## src/rtl/uart_pkg.sv

```systemverilog
// Shared definitions for the UART transmit path: default byte width and the
// feeder state encodings. States are gray-coded so every legal transition
// flips exactly one bit.
package uart_pkg;

  localparam int DEFAULT_DATA_WIDTH = 8;

  typedef enum logic [1:0] {
    IDLE  = 2'b00,
    ISSUE = 2'b01,
    GUARD = 2'b11,
    WAIT  = 2'b10
  } feeder_state_t;

endpackage

```

## src/rtl/uart_sync_fifo.sv

```systemverilog
// Synchronous FIFO that buffers producer bytes ahead of the transmitter.
// It tracks an explicit fill count, so full and empty are plain decodes of
// that count. A write to a full FIFO is dropped and latches a sticky
// overflow flag. The current head entry is always presented on rd_data, so
// the consumer can capture it in the same cycle that it pops.
module uart_sync_fifo
  import uart_pkg::*;
#(
  parameter  int DATA_WIDTH = DEFAULT_DATA_WIDTH,
  parameter  int DEPTH      = 8,
  localparam int ADDR_W     = $clog2(DEPTH)
) (
  input  logic                  clk,
  input  logic                  rst,
  input  logic                  wr_en,
  input  logic [DATA_WIDTH-1:0] wr_data,
  input  logic                  pop,
  input  logic                  ovf_clr,
  output logic [DATA_WIDTH-1:0] rd_data,
  output logic                  full,
  output logic                  empty,
  output logic [ADDR_W:0]       fill_count,
  output logic                  overflow
);

  localparam logic [ADDR_W:0] DEPTH_COUNT = (ADDR_W + 1)'(DEPTH);

  logic [DATA_WIDTH-1:0] mem [DEPTH];
  logic [ADDR_W-1:0]     wr_ptr;
  logic [ADDR_W-1:0]     rd_ptr;
  logic                  wr_accept;
  logic                  rd_accept;

  assign full      = (fill_count == DEPTH_COUNT);
  assign empty     = (fill_count == '0);
  assign wr_accept = wr_en && !full;
  assign rd_accept = pop && !empty;
  assign rd_data   = mem[rd_ptr];

  // Storage array; its contents are intentionally left untouched by reset.
  always_ff @(posedge clk) begin
    if (wr_accept) begin
      mem[wr_ptr] <= wr_data;
    end
  end

  // Pointers and occupancy; a simultaneous write and pop leaves the count unchanged.
  always_ff @(posedge clk or negedge rst) begin
    if (!rst) begin
      wr_ptr     <= '0;
      rd_ptr     <= '0;
      fill_count <= '0;
    end else begin
      if (wr_accept) begin
        wr_ptr <= wr_ptr + ADDR_W'(1);
      end
      if (rd_accept) begin
        rd_ptr <= rd_ptr + ADDR_W'(1);
      end
      case ({wr_accept, rd_accept})
        2'b10:   fill_count <= fill_count + (ADDR_W + 1)'(1);
        2'b01:   fill_count <= fill_count - (ADDR_W + 1)'(1);
        default: fill_count <= fill_count;
      endcase
    end
  end

  // Sticky overflow. A new drop wins over a clear that arrives in the same cycle.
  always_ff @(posedge clk or negedge rst) begin
    if (!rst) begin
      overflow <= 1'b0;
    end else if (wr_en && full) begin
      overflow <= 1'b1;
    end else if (ovf_clr) begin
      overflow <= 1'b0;
    end
  end

endmodule

```

## src/rtl/uart_tx_feeder.sv

```systemverilog
// Issue controller in front of the UART transmitter. It pulls one byte at a
// time from the local FIFO and presents it with a single-cycle tx_valid
// pulse. It then waits out one guard cycle so the transmitter can assert
// busy, and waits again until busy falls before it issues the next byte.
module uart_tx_feeder
  import uart_pkg::*;
#(
  parameter  int DATA_WIDTH = DEFAULT_DATA_WIDTH,
  parameter  int DEPTH      = 8,
  localparam int ADDR_W     = $clog2(DEPTH)
) (
  input  logic                  clk,
  input  logic                  rst,
  input  logic                  wr_en,
  input  logic [DATA_WIDTH-1:0] wr_data,
  output logic                  full,
  output logic                  empty,
  output logic [ADDR_W:0]       fill_count,
  output logic                  overflow,
  input  logic                  ovf_clr,
  input  logic                  busy,
  output logic [DATA_WIDTH-1:0] tx_data,
  output logic                  tx_valid
);

  feeder_state_t         state;
  logic                  pop;
  logic [DATA_WIDTH-1:0] head_data;

  assign pop = (state == IDLE) && !empty && !busy;

  uart_sync_fifo #(
    .DATA_WIDTH (DATA_WIDTH),
    .DEPTH      (DEPTH)
  ) u_fifo (
    .clk        (clk),
    .rst        (rst),
    .wr_en      (wr_en),
    .wr_data    (wr_data),
    .pop        (pop),
    .ovf_clr    (ovf_clr),
    .rd_data    (head_data),
    .full       (full),
    .empty      (empty),
    .fill_count (fill_count),
    .overflow   (overflow)
  );

  // Issue sequencing: capture the head byte, pulse valid, guard, then wait for busy to fall.
  always_ff @(posedge clk or negedge rst) begin
    if (!rst) begin
      state    <= IDLE;
      tx_valid <= 1'b0;
      tx_data  <= '0;
    end else begin
      case (state)
        IDLE: begin
          if (pop) begin
            tx_data  <= head_data;
            tx_valid <= 1'b1;
            state    <= ISSUE;
          end
        end
        ISSUE: begin
          tx_valid <= 1'b0;
          state    <= GUARD;
        end
        GUARD: begin
          state <= WAIT;
        end
        WAIT: begin
          if (!busy) begin
            state <= IDLE;
          end
        end
        default: begin
          tx_valid <= 1'b0;
          state    <= IDLE;
        end
      endcase
    end
  end

endmodule

```

## config.mk

```make
export PLATFORM = sky130hd
export DESIGN_NAME = uart_tx_feeder
export DESIGN_NICKNAME = d
export VERILOG_FILES = /design/src/rtl/uart_pkg.sv /design/src/rtl/uart_sync_fifo.sv /design/src/rtl/uart_tx_feeder.sv
export SDC_FILE = /design/constraint.sdc
export NUM_CORES = 1
export LEC_CHECK = 0
export ABC_AREA = 1
export CAP_MARGIN = 20
export CORE_MARGIN = 4
export CORE_UTILIZATION = 35
export DETAILED_ROUTE_END_ITERATION = 16
export PLACE_DENSITY = 0.57
export SLEW_MARGIN = 20
export SYNTH_ARGS = -nofsm -noshare
export SYNTH_HDL_FRONTEND = slang
export SYNTH_SLANG_ARGS = --single-unit
```

## constraint.sdc

```tcl
create_clock -name clk -period 5.72 [get_ports clk]
set_input_delay 0.572 -clock clk [delete_from_list [all_inputs] [get_ports clk]]
set_output_delay 0.572 -clock clk [all_outputs]
set_load 0.01 [all_outputs]
```

==> reports/results.txt, run 1 <==
share of the clock period used by the worst path: 40.7%
worst voltage drop across the vdd grid: 0.000200 V
layout cell share with drive strength beyond 1: 7.46%
count of max-cap constraint violations: 0
number of routed nets with antenna violations: 0
worst clock skew: 0.0104 ns
post-cts repair resize count: 0
Total Neg Setup Slack: 0 ns
drt first-iter violations: 152
sum of net half-perimeters after detailed placement: 4500 microns
top library cells by usage in the layout, fill and taps aside: 124 x sky130_fd_sc_hd__nand2_1, 64 x sky130_fd_sc_hd__edfxtp_1, 52 x sky130_fd_sc_hd__nand3_1, 27 x sky130_fd_sc_hd__clkdlybuf4s50_1, 22 x sky130_fd_sc_hd__dfrtp_1
maximum number of pins on one net before global-route repair: 36
clock slew at reported path FFs: 0.09 ns
Die Ht: 109 microns
DRC violation count after routing: 0
Final setup violation count: 0
status: finished, final reports clean
Crit. End Element: flop
end of the worst register-to-register path: u_fifo.fill_count[2]$_DFFE_PN0P_
number of primary I/O pins: 29
average via count per standard cell: 4.75
register-to-register setup slack: 3.46 ns
Netlist cell types: 23
overall power consumption: 2.03 mW
CTS tree: yes
Num Clock Sinks: 86
kind of critical path: in2reg
Max stage delay cell, worst path: sky130_fd_sc_hd__clkdlybuf4s50_1
post-detailed-route wirelength per cell: 14.8 microns
maximum level of the CTS H-tree: 3
antenna diode instance count: 0
syn nets: 347
highest achievable clock rate: 429 MHz
via count of the first global-routing pass: 2263
average cell area after synthesis: 10.9 sq um
data required time of the worst path: 6.01 ns
combined buffer and inverter count along the critical path: 2
class of the most critical hold timing path: in2async
sequential-to-total area share from yosys stat: 68.9%
Cells after Synth: 329
clock latency at the later pin of the worst-skew pair: 0.36 ns
initial cell density of the core: 36.4%
input/output buffers: 28
pin slew with the least headroom to its limit: 1.01 ns
Post CTS Setup Buffer Count: 0
FP Rows: 36
number of synthesized register bits: 86
aggregate global-route resource usage: 13.6%
category of cells accounting for the largest share of critical-path delay: simple AND/OR/NAND/NOR gates
reg2reg path depth: 11
overall overflow remaining after global route: 0
antenna violations before repair: 0
wire length of the first global-routing pass: 12000 microns
setup repair after global routing missed its margin: false
Root Buffer: sky130_fd_sc_hd__clkbuf_8
sequence of cells on the critical path: clkdlybuf4s50_1, inv_1, nand3_2, nor2_4, ha_1, nor2_1, nor2_1, ha_1, a21oi_1, or2_2, a31oi_1
startpoint type of the worst setup path: input port
delay of the slowest cell on the worst path: 0.39 ns
CTS Buffer Depth: 2
placed cells: 479
Net count, final: 375
Max-slew headroom: 32.7%
total vias in the final route: 2350
width of the chip: 109 microns
startpoint of the lowest-slack register-to-register path: u_fifo.fill_count[2]$_DFFE_PN0P_
floorplan core area: 0.00986 sq mm
final standard cell count with taps included and fillers excluded: 495
leading cell type in the layout, fill and taps excluded: sky130_fd_sc_hd__nand2_1
number of endpoints with negative hold slack in the final report: 0
detailed-route wire length: 7350 microns
number of detailed-routing iterations run before antenna repair: 5
count of synthesis-stage warnings from yosys: 0
post-synthesis cell area: 0.00359 sq mm
worst endpoint data arrival time: 2.62 ns
die footprint: 0.0119 sq mm
number of hold buffers added after CTS: 0
Leak Pwr: 1.66 nW
Stages on worst setup path: 11
area added between synthesis and finish: 15.7%
Final Max Slew Viols: 0
fin crit period: 2.33 ns
largest fanout on the critical path: 16
final weighted congestion in routability-driven placement: 0.725
clock buffers created by TritonCTS: 9
cell area power density: 490 mW/mm^2
==> metal layers <==
layer	up-vias	routed length, microns	part of all wire (%)	GRT usage [%]
met4	0	84	1.1	4.01
li1	1158	-	-	-
met2	51	3560	48	22.1
met5	-	0	0	0
met1	1132	3340	45	17.9
met3	9	370	5.0	3.91
==> report_power, final <==
part           leakage, nW  total (mW)  internal [mW]  switching (mW)
clock network       0.0936       0.404          0.167           0.236
logic                0.718       0.713          0.271           0.442
registers            0.851       0.917          0.812           0.105
==> per-stage QoR <==
step,util (%),hold slack [ns],worst slack [ns],cell area [sq um]
global placement,40.2,0.463,3.06,3970
floorplan,-,0.276,3.64,3590
finish,42.1,0.186,3.39,4150
CTS,42.1,0.488,3.39,4160
detailed placement,40.2,0.466,3.01,3970
global route,42.1,0.212,3.28,4150
==> Yosys cell counts (all sizes together) <==
master,count,area [sq um]
or2,2,12.5
nand2,125,472
xor2,2,17.5
xnor2,2,17.5
edfxtp,64,1920
nor2,14,62.6
o21ai,7,35.0
ha,5,62.6
a21oi,1,5.00
buf,12,76.3
nand3,54,280
a31oi,1,6.26
dfrtp,22,551
inv,17,63.8
clkinv,1,3.75
==> worst max path at each step <==
stage / from / end
final: busy / u_fifo.fill_count[2]$_DFFE_PN0P_
after global routing: u_fifo.fill_count[2]$_DFFE_PN0P_ / u_fifo.mem[2][5]$_DFFE_PP_
after CTS: busy / u_fifo.fill_count[2]$_DFFE_PN0P_
after detailed placement: busy / u_fifo.fill_count[2]$_DFFE_PN0P_
after global placement: busy / u_fifo.fill_count[2]$_DFFE_PN0P_
after floorplan: busy / u_fifo.fill_count[2]$_DFFE_PN0P_
==> registers in the layout, summed over array words and instances (netlist names) <==
register / cells
state: 2
tx_data: 8
tx_valid: 1
u_fifo.fill_count: 4
u_fifo.mem: 64
u_fifo.overflow: 1
u_fifo.rd_ptr: 3
u_fifo.wr_ptr: 3
==> worst reg2reg max path, delay by kind of cell (launching register included) <==
family | cells | cell delay, ns
compound gates | 2 | 0.16
simple gates | 7 | 1.12
fa+ha+maj | 2 | 0.45
flops | 1 | 0.46
==> area by class of cell <==
cell class,count,area (sq um)
Fill cell,954,5710
Sequential cell,86,2470
Inverter,18,67.6
Multi-Input combinational cell,213,971
Clock buffer,9,124
Clock inverter,7,67.6
Tap cell,133,166
Timing Repair Buffer,29,283
==> cell families (layout without fill, tap and decap cells) <==
group           after synthesis  count (layout)  synth area share, %
compound gates                9               9                 1.29
simple gates                195             195                 23.1
fa+ha+maj                     5               5                 1.74
buf+inv                      30              63                 4.01
xor+xnor                      4               4                0.977
flops                        86              86                 68.9
Power figures use the tool's default switching activity.
==> run 2: changes to the inputs <==
--- a/config.mk
+++ b/config.mk
@@ -10,7 +10,7 @@
 export CORE_MARGIN = 4
 export CORE_UTILIZATION = 35
 export DETAILED_ROUTE_END_ITERATION = 16
-export PLACE_DENSITY = 0.57
+export PLACE_DENSITY = 0.59
 export SLEW_MARGIN = 20
 export SYNTH_ARGS = -nofsm -noshare
 export SYNTH_HDL_FRONTEND = slang
==> constraint.sdc (replaced) <==
create_clock -name clk -period 2.1 [get_ports clk]
set_input_delay 0.21 -clock clk [delete_from_list [all_inputs] [get_ports clk]]
set_output_delay 0.21 -clock clk [all_outputs]
set_load 0.01 [all_outputs]
==> reports/results.txt, run 2 (same netlist as run 1, synthesis figures left out) <==
overall overflow remaining after global route: 0
top library cells by usage in the layout, fill and taps aside: 124 x sky130_fd_sc_hd__nand2_1, 64 x sky130_fd_sc_hd__edfxtp_1, 52 x sky130_fd_sc_hd__nand3_1, 28 x sky130_fd_sc_hd__clkdlybuf4s50_1, 19 x sky130_fd_sc_hd__dfrtp_1
detailed-route wire length: 7360 microns
FF/Latch Area: 0.00248 sq mm
count of max-cap constraint violations: 0
cell area power density: 1330 mW/mm^2
maximum number of pins on one net before global-route repair: 35
area added between synthesis and finish: 19.2%
die footprint: 0.0119 sq mm
antenna violations before repair: 0
aggregate global-route resource usage: 13.3%
leading cell type in the layout, fill and taps excluded: sky130_fd_sc_hd__nand2_1
layout cell share with drive strength beyond 1: 11.7%
worst slack after detailed placement: 0.0375 ns
total vias in the final route: 2387
maximum level of the CTS H-tree: 3
reg2reg path depth: 10
sum of net half-perimeters after detailed placement: 4620 microns
highest achievable clock rate: 525 MHz
worst voltage drop across the vdd grid: 0.000612 V
Net count, final: 390
Final setup violation count: 0
end of the worst register-to-register path: u_fifo.fill_count[2]$_DFFE_PN0P_
floorplan core area: 0.00986 sq mm
register with the most flip-flops: u_fifo.mem
area of the multi-input gates: 976 sq um
final weighted congestion in routability-driven placement: 0.781
sequence of cells on the critical path: nor2_2, nand3_1, inv_1, clkdlybuf4s50_1
number of primary I/O pins: 29
combined buffer and inverter count along the critical path: 2
share of the clock period used by the worst path: 90.7%
CTS tree: yes
Setup crit end: full
wire length of the first global-routing pass: 11500 microns
clock slew at reported path FFs: 0.09 ns
drt first-iter violations: 114
class of the most critical hold timing path: in2async
worst clock skew: 0.0164 ns
Stages on worst setup path: 4
kind of critical path: reg2out
clock latency at the later pin of the worst-skew pair: 0.36 ns
post-detailed-placement cell area: 0.00407 sq mm
number of endpoints with negative hold slack in the final report: 0
Final Max Slew Viols: 0
width of the chip: 109 microns
Crit. End Element: primary output
number of detailed-routing iterations run before antenna repair: 4
worst setup path startpoint: u_fifo.fill_count[1]$_DFFE_PN0P_
Max stage delay cell, worst path: sky130_fd_sc_hd__clkdlybuf4s50_1
Max-slew headroom: 60.4%
pin slew with the least headroom to its limit: 0.594 ns
register-to-register setup slack: 0.20 ns
delay of the slowest cell on the worst path: 0.53 ns
via count of the first global-routing pass: 2291
post-detailed-route wirelength per cell: 14.4 microns
number of hold buffers added after CTS: 0
Leak Pwr: 1.74 nW
setup ws final: 0.196 ns
antenna diode instance count: 0
startpoint of the lowest-slack register-to-register path: u_fifo.fill_count[1]$_DFFE_PN0P_
clock buffers created by TritonCTS: 9
setup repair after global routing missed its margin: false
category of cells accounting for the largest share of critical-path delay: buffers and inverters
Total Neg Setup Slack: 0 ns
initial cell density of the core: 36.4%
final std cell area, no fill: 0.00428 sq mm
DRC violation count after routing: 0
largest fanout on the critical path: 6
Num Clock Sinks: 86
number of flip-flops in the largest register: 64
number of routed nets with antenna violations: 0
Die Ht: 109 microns
startpoint type of the worst setup path: flop
status: finished, final reports clean
input/output buffers: 28
count of fill cells added during filler insertion: 926
average via count per standard cell: 4.68
largest registers: u_fifo.mem (64), tx_data (8), u_fifo.fill_count (4)
Root Buffer: sky130_fd_sc_hd__clkbuf_8
CTS Buffer Depth: 2
data required time of the worst path: 1.89 ns
worst endpoint data arrival time: 1.69 ns
fin crit period: 1.90 ns
FP Rows: 36
[run 2: cell types whose count changed in the layout (fill, tap and decap cells not counted), sizes merged]
cell / previous run / this run
buf: 2 / 16
bufinv: 0 / 1
clkbuf: 9 / 11
clkdlybuf4s50: 27 / 28
clkinv: 4 / 2
inv: 20 / 19
[run 2: through the flow]
step / total power, mW / utilization, % / instances / hold slack [ns]
2_1_floorplan: 3.82 / - / 329 / -0.0856
3_3_place_gp: 4.55 / 41.3 / 493 / 0.469
3_5_place_dp: 4.60 / 41.3 / 493 / 0.465
4_1_cts: 5.73 / 43.2 / 509 / 0.187
5_1_grt: 6.12 / 43.4 / 510 / 0.212
6_report: 5.69 / 43.4 / 510 / 0.197
[run 2: final cells by class]
type / count / share of cell area [%]
Sequential cell: 86 / 57.9
Multi-Input combinational cell: 213 / 22.8
Timing Repair Buffer: 44 / 9.36
Tap cell: 133 / 3.89
Clock buffer: 11 / 3.07
Inverter: 18 / 1.58
Clock inverter: 5 / 1.38
[run 2: report_power, final]
| part | internal (mW) | switching [mW] | leakage [nW] |
|---|---|---|---|
| logic | 0.832 | 1.30 | 0.794 |
| clock network | 0.554 | 0.574 | 0.0944 |
| registers | 2.22 | 0.216 | 0.848 |
[run 2: layer usage]
layer | GRT usage [%] | share of wire (%) | vias up
li1 | - | - | 1191
met1 | 16.2 | 43 | 1149
met2 | 22.9 | 51 | 41
met3 | 3.79 | 4.4 | 6
met4 | 3.74 | 0.86 | 0
met5 | 0 | 0 | -
[run 2: worst min-delay path by stage]
stage,slack [ns],cells after the start,to
after CTS,0.19,2,u_fifo.fill_count[3]$_DFFE_PN0P_
after floorplan,-0.09,0,state[0]$_DFFE_PN0P_
final,0.20,2,u_fifo.fill_count[3]$_DFFE_PN0P_
after global routing,0.21,2,u_fifo.fill_count[3]$_DFFE_PN0P_
after detailed placement,0.47,2,tx_data[5]$_DFFE_PN0P_
after global placement,0.47,2,tx_data[0]$_DFFE_PN0P_
[run 2: timing repair]
item,in CTS,in global routing
endpoints found under the setup margin,0,1
resized for setup,0,5
setup buffers,0,1
